==> config.mk <==
export PLATFORM = sky130hd
export DESIGN_NAME = regfile_param
export DESIGN_NICKNAME = d
export VERILOG_FILES = /design/src/rtl/regfile_param.sv
export SDC_FILE = /design/constraint.sdc
export NUM_CORES = 1
export LEC_CHECK = 0
export BUFFER_PORTS_ARGS = -buffer_cell sky130_fd_sc_hd__buf_4
export CAP_MARGIN = 20
export CORE_ASPECT_RATIO = 0.6
export CORE_MARGIN = 4
export CORE_UTILIZATION = 68
export DETAILED_ROUTE_END_ITERATION = 12
export HOLD_SLACK_MARGIN = 0.02
export PLACE_DENSITY = 0.86
export SYNTH_ARGS = -nofsm -noshare
export SYNTH_HDL_FRONTEND = slang
export SYNTH_SLANG_ARGS = --single-unit
==> constraint.sdc <==
create_clock -name clk -period 8.35 [get_ports clk]
set_input_delay 1.67 -clock clk [delete_from_list [all_inputs] [get_ports clk]]
set_output_delay 1.67 -clock clk [all_outputs]
set_load 0.05 [all_outputs]
==> src/rtl/regfile_param.sv <==
// Parametrised 2-read/1-write register file with a post-reset clear sequencer.
// Optional feature macro: RF_BYPASS_EN (write-first forwarding on read/write collision).
module regfile_param #(
    parameter int               DATA_W   = 32,
    parameter int               ADDR_W   = 5,
    parameter int               DEPTH    = 32,
    parameter logic [DATA_W-1:0] INIT_VAL = {DATA_W{1'b0}}
) (
    input  logic              clk,
    input  logic              rst,
    input  logic              rd_en,
    input  logic [ADDR_W-1:0] rs_addr,
    input  logic [ADDR_W-1:0] rt_addr,
    output logic [DATA_W-1:0] rs_data,
    output logic [DATA_W-1:0] rt_data,
    output logic              rd_valid,
    input  logic              we,
    input  logic [ADDR_W-1:0] wd_addr,
    input  logic [DATA_W-1:0] wd_data,
    output logic              busy
);

    typedef enum logic [0:0] {
        ST_INIT  = 1'b0,
        ST_READY = 1'b1
    } state_t;

    localparam logic [ADDR_W:0]   DEPTH_C = (ADDR_W + 1)'(DEPTH);
    localparam logic [ADDR_W-1:0] LAST_C  = ADDR_W'(DEPTH - 1);

    state_t              state_q, state_d;
    logic [ADDR_W-1:0]   cnt_q, cnt_d;
    logic [DATA_W-1:0]   mem_q [DEPTH];

    logic [DATA_W-1:0]   rs_data_q, rt_data_q;
    logic                rd_valid_q, busy_q;

    logic                mem_we_s;
    logic [ADDR_W-1:0]   mem_waddr_s;
    logic [DATA_W-1:0]   mem_wdata_s;
    logic                wr_ok_s;
    logic                rd_fire_s;
    logic [DATA_W-1:0]   rs_next_s, rt_next_s;

    function automatic logic in_range(input logic [ADDR_W-1:0] a);
        return ({1'b0, a} < DEPTH_C);
    endfunction

    // Entry 0 and unmapped addresses read as zero; optional same-edge write forwarding.
    function automatic logic [DATA_W-1:0] port_value(input logic [ADDR_W-1:0] a);
        logic [DATA_W-1:0] v;
        v = {DATA_W{1'b0}};
        if (in_range(a) && (a != {ADDR_W{1'b0}})) begin
`ifdef RF_BYPASS_EN
            if (we && (state_q == ST_READY) && (wd_addr == a)) begin
                v = wd_data;
            end else begin
                v = mem_q[a];
            end
`else
            v = mem_q[a];
`endif
        end else begin
            v = {DATA_W{1'b0}};
        end
        return v;
    endfunction

    // State and clear-counter register.
    always_ff @(posedge clk or posedge rst) begin
        if (rst) begin
            state_q <= ST_INIT;
            cnt_q   <= {ADDR_W{1'b0}};
        end else begin
            state_q <= state_d;
            cnt_q   <= cnt_d;
        end
    end

    // Next-state: walk every entry once, then park in READY until reset.
    always_comb begin
        state_d = state_q;
        cnt_d   = cnt_q;
        case (state_q)
            ST_INIT: begin
                if (cnt_q == LAST_C) begin
                    state_d = ST_READY;
                end else begin
                    cnt_d = cnt_q + ADDR_W'(1);
                end
            end
            ST_READY: state_d = ST_READY;
            default: begin
                state_d = ST_INIT;
                cnt_d   = {ADDR_W{1'b0}};
            end
        endcase
    end

    // Array write source: sequencer during INIT, user port only when READY.
    always_comb begin
        wr_ok_s     = in_range(wd_addr) && (wd_addr != {ADDR_W{1'b0}});
        mem_we_s    = 1'b0;
        mem_waddr_s = cnt_q;
        mem_wdata_s = INIT_VAL;
        if (state_q == ST_INIT) begin
            mem_we_s = 1'b1;
        end else if (we && wr_ok_s) begin
            mem_we_s    = 1'b1;
            mem_waddr_s = wd_addr;
            mem_wdata_s = wd_data;
        end else begin
            mem_we_s = 1'b0;
        end
    end

    // Storage array; contents are undefined until the clear sequence reaches them.
    always_ff @(posedge clk) begin
        if (mem_we_s) begin
            mem_q[mem_waddr_s] <= mem_wdata_s;
        end else begin
            mem_q[mem_waddr_s] <= mem_q[mem_waddr_s];
        end
    end

    // Read-port next values.
    always_comb begin
        rd_fire_s = rd_en && (state_q == ST_READY);
        rs_next_s = port_value(rs_addr);
        rt_next_s = port_value(rt_addr);
    end

    // Registered outputs; data holds when no read fires.
    always_ff @(posedge clk or posedge rst) begin
        if (rst) begin
            rs_data_q  <= {DATA_W{1'b0}};
            rt_data_q  <= {DATA_W{1'b0}};
            rd_valid_q <= 1'b0;
            busy_q     <= 1'b1;
        end else begin
            if (rd_fire_s) begin
                rs_data_q <= rs_next_s;
                rt_data_q <= rt_next_s;
            end else begin
                rs_data_q <= rs_data_q;
                rt_data_q <= rt_data_q;
            end
            rd_valid_q <= rd_fire_s;
            busy_q     <= (state_d == ST_INIT);
        end
    end

    assign rs_data  = rs_data_q;
    assign rt_data  = rt_data_q;
    assign rd_valid = rd_valid_q;
    assign busy     = busy_q;

endmodule

==> results by group <==
Run status
  • Status: finished, final reports clean

GRT
  • Largest net degree at the start of global routing: 135
  • GRT Residual Overflow: 0
  • Met1 Usage GRT: 0.5258
  • GR peak layer: met2
  • M3 GR Usage: 0.1247
  • GRT Util Overall: 0.3685
  • Number of global-route vias before repair: 31860
  • Met2 usage: 0.5376
  • First-pass GRT wire length: 212100 microns
  • Initial antenna violation count: 1

Worst setup path
  • CP required: 8.66 ns
  • Largest delay share family, worst path: simple AND/OR/NAND/NOR gates
  • CP Cell Sequence: buf_4 -> or3_1 -> o311a_4 -> mux2i_1 -> nand2b_1 -> nor2_4 -> buf_4
  • Most frequent CP cell: buf_4
  • Critical path type: in -> reg
  • Crit path capture type: flop
  • Crit path largest cell delay: 0.81 ns
  • Buf+Inv Stages, Crit Path: 2
  • CP max FO: 49
  • Slowest CP cell: nor2_4
  • Worst setup SP type: input pin
  • CP Data Arrival Time: 5.01 ns

STA
  • Final worst path period share: 0.5626
  • Hold Violations, Final: 0
  • TNS Setup: 0 ns
  • RSZ-0062 raised after global routing: false
  • Slew headroom: 0.2055
  • Final worst slack: 3.652 ns
  • Fmax: 212.9 MHz
  • Fin Clk Skew: 0.02652 ns
  • Final Critical Period: 4.698 ns
  • Setup violations, final: 0
  • Slew of the pin with the lowest slew margin: 1.189 ns
  • Slew Viols, Final: 0

Clocking
  • Clk Tree Root Cell: clkbuf_16
  • Clock transition at path regs: 0.07 ns
  • Clock Path Buffers: 3
  • Worst-Skew Late Latency: 0.67 ns
  • Post-CTS Setup Bufs: 0
  • CTS hold repair buffers: 0
  • CTS tree: built
  • Cts repair resizes: 0
  • TritonCTS Sinks: 1096
  • CTS buffer count: 93
  • H-tree lvl count: 3

Detailed routing
  • DRC Markers: 0
  • Initial DRC count: 5606
  • DRT Wirelength: 145400 microns
  • Pre-antenna DRT Iters: 6
  • Vias/cell: 7.699
  • Routed WL per cell: 35.56 microns
  • Via Count: 31480
  • DRT antenna net count: 0

Floorplanning
  • Die area: 79140 sq um
  • Initial Util: 0.6870
  • Placeable Area: 73800 sq um
  • Die W: 360.5 microns
  • I/O pin count: 117
  • Die Span Y: 219.5 microns
  • Site row count: 77

Cells and area
  • Share of cells above drive strength 1: 0.2744
  • FF+latch area: 32550 sq um
  • Fin util: 0.7606
  • FILL cells: 3835
  • Multi-input logic area: 17300 sq um
  • Syn-to-layout area delta: 10.71%
  • NumNets Final: 3074
  • Final Non-Filler Cells: 4088
  • Diode count: 0

Pwr
  • Net Sw Frac: 0.2368
  • Internal power: 0.008939 W
  • Flop pwr share: 0.524
  • Pwr dens: 208.7 nW/um^2
  • LEAKAGE: 19.87 nW
  • Total power: 0.01171 W
  • Clock Power Share: 0.383
  • Combinational Power Share: 0.093
  • VDD IR max: 262.5 uV
  • Psw: 0.002773 W

Synthesis
  • Seq/Total Area, Yosys: 0.6420
  • Synth unique cells: 52
  • Mapped Nets: 3013
  • #FFs+latches synth: 1096
  • Post-synth EDFFs: 1024
  • Mean Syn Cell Area: 17.13 sq um
  • Post-synthesis instance area: 50700 sq um
  • Synthesis Warnings: 0
  • Async S/R FF share, synth: 0.06569
  • Synth Instances: 2960
  • Synth Flop Type: edfxtp_1

Placement
  • Port bufs: 116
  • Setup WS pre-CTS: 3.047 ns
  • Dpl cells: 3893
  • DPL Wire Length: 83340 microns
  • Gpl congestion: 0.8871

Worst hold path
  • Worst hold path class: reg -> reg

Run
  • Max-cap violations: 0
-- power by group through the flow --
| stage | registers (W) | clock network [W] | logic, W |
|---|---|---|---|
| after global routing | 0.00614 | 0.00474 | 0.00113 |
| after floorplan | 0.00637 | 0 | 0.000548 |
| after global placement | 0.00625 | 0 | 0.00101 |
| final | 0.00614 | 0.00449 | 0.00109 |
| after CTS | 0.00614 | 0.00448 | 0.00105 |
| after detailed placement | 0.00625 | 0 | 0.00104 |
-- cell type report --
type | count | share of cell area
well taps | 987 | 0.02200
flip-flops and latches | 1096 | 0.5799
clock inverters | 44 | 0.008760
inverters | 8 | 0.0005795
multi-input cells | 1620 | 0.3083
repair buffers | 202 | 0.03410
clock buffers | 131 | 0.04638
-- layer usage --
layer,vias to the layer above,wire length (microns)
met3,463,24230
met4,2,6260
met5,-,7
li1,12300,-
met1,15740,50350
met2,2971,64530
-- cell usage in the layout (no fill, tap or decap), drive strengths merged, types with 3 or more instances in the layout --
cell and instances:
a211oi 70, a21oi 5, a22oi 60, a31oi 4, a32o 62, a41oi 5
and2 32, and3 3, and4b 3, and4bb 3, buf 199, bufinv 10
clkbuf 134, clkinv 27, clkinvlp 3, dfrtp 71, edfxtp 1024, inv 12
mux2 126, mux2i 261, mux4 320, nand2 195, nand2b 63, nand3 67
nand3b 4, nand4 5, nor2 43, nor2b 66, nor3 68, nor4b 5
o2111ai 60, o22ai 60, o311a 3, or2 3, or3 3, xnor2 3
-- cell families (layout without fill, tap and decap cells) --
group	after synthesis	count (layout)	synth area share
AOI/OAI and AO/OA	340	340	0.05459
DFF	1096	1096	0.6420
muxes	707	707	0.2217
xor gates and xnor gates	3	3	0.0005183
adders and majority gates	2	2	0.0004935
and+or+nand+nor	568	568	0.05705
buffers and inverters	244	385	0.02367
-- per-stage QoR --
step,hold slack [ns],instance area [sq um]
3_3_place_gp,0.4856,52570
5_1_grt,0.5213,56130
2_1_floorplan,0.5725,50700
4_1_cts,0.4987,55690
6_report,0.5034,56130
3_5_place_dp,0.4823,52590
-- worst register-to-register path, stage by stage, from the launching register on --
cell,delay (ns)
dfrtp_1,0.56
o311a_4,0.76
mux2i_1,0.32
nand2b_1,0.50
nor2_4,0.82
buf_4,0.51
-- state kept, by name, summed over array words and instances (netlist names) --
name	cells
cnt_q	5
state_q	1
busy	1
rt_data	32
rs_data	32
rd_valid	1
mem_q	1024
-- Yosys cell counts (all sizes together) (62+ instances only) --
master  instances  area share
a32o           62       0.012
clkbuf        100      0.0076
nand2b         63      0.0078
nor2b          66      0.0081
mux4          320        0.14
mux2          126       0.028
nand3          67      0.0066
edfxtp       1024        0.61
mux2i         261       0.052
nor3           68      0.0067
buf           136       0.015
a211oi         70       0.010
dfrtp          71       0.035
nand2         195       0.014
-- final timing paths --
| check | end | slack (ns) | cells after the start | from |
|---|---|---|---|---|
| worst max-delay path | mem_q[21][20]$_DFFE_PP_ | 3.65 | 7 | wd_addr[4] |
| worst max register to register | mem_q[21][20]$_DFFE_PP_ | 4.51 | 5 | state_q$_DFF_PP0_ |
| worst min register to register | rt_data[14]$_DFFE_PP0P_ | 0.50 | 1 | rt_data[14]$_DFFE_PP0P_ |
| worst min-delay path | rt_data[14]$_DFFE_PP0P_ | 0.50 | 1 | rt_data[14]$_DFFE_PP0P_ |
| max in group asynchronous | rs_data[31]$_DFFE_PP0P_ | 5.95 | 3 | rst |
| min in group asynchronous | rt_data[6]$_DFFE_PP0P_ | 0.97 | 2 | rst |
Note: power is estimated with default switching activity, not from simulation.
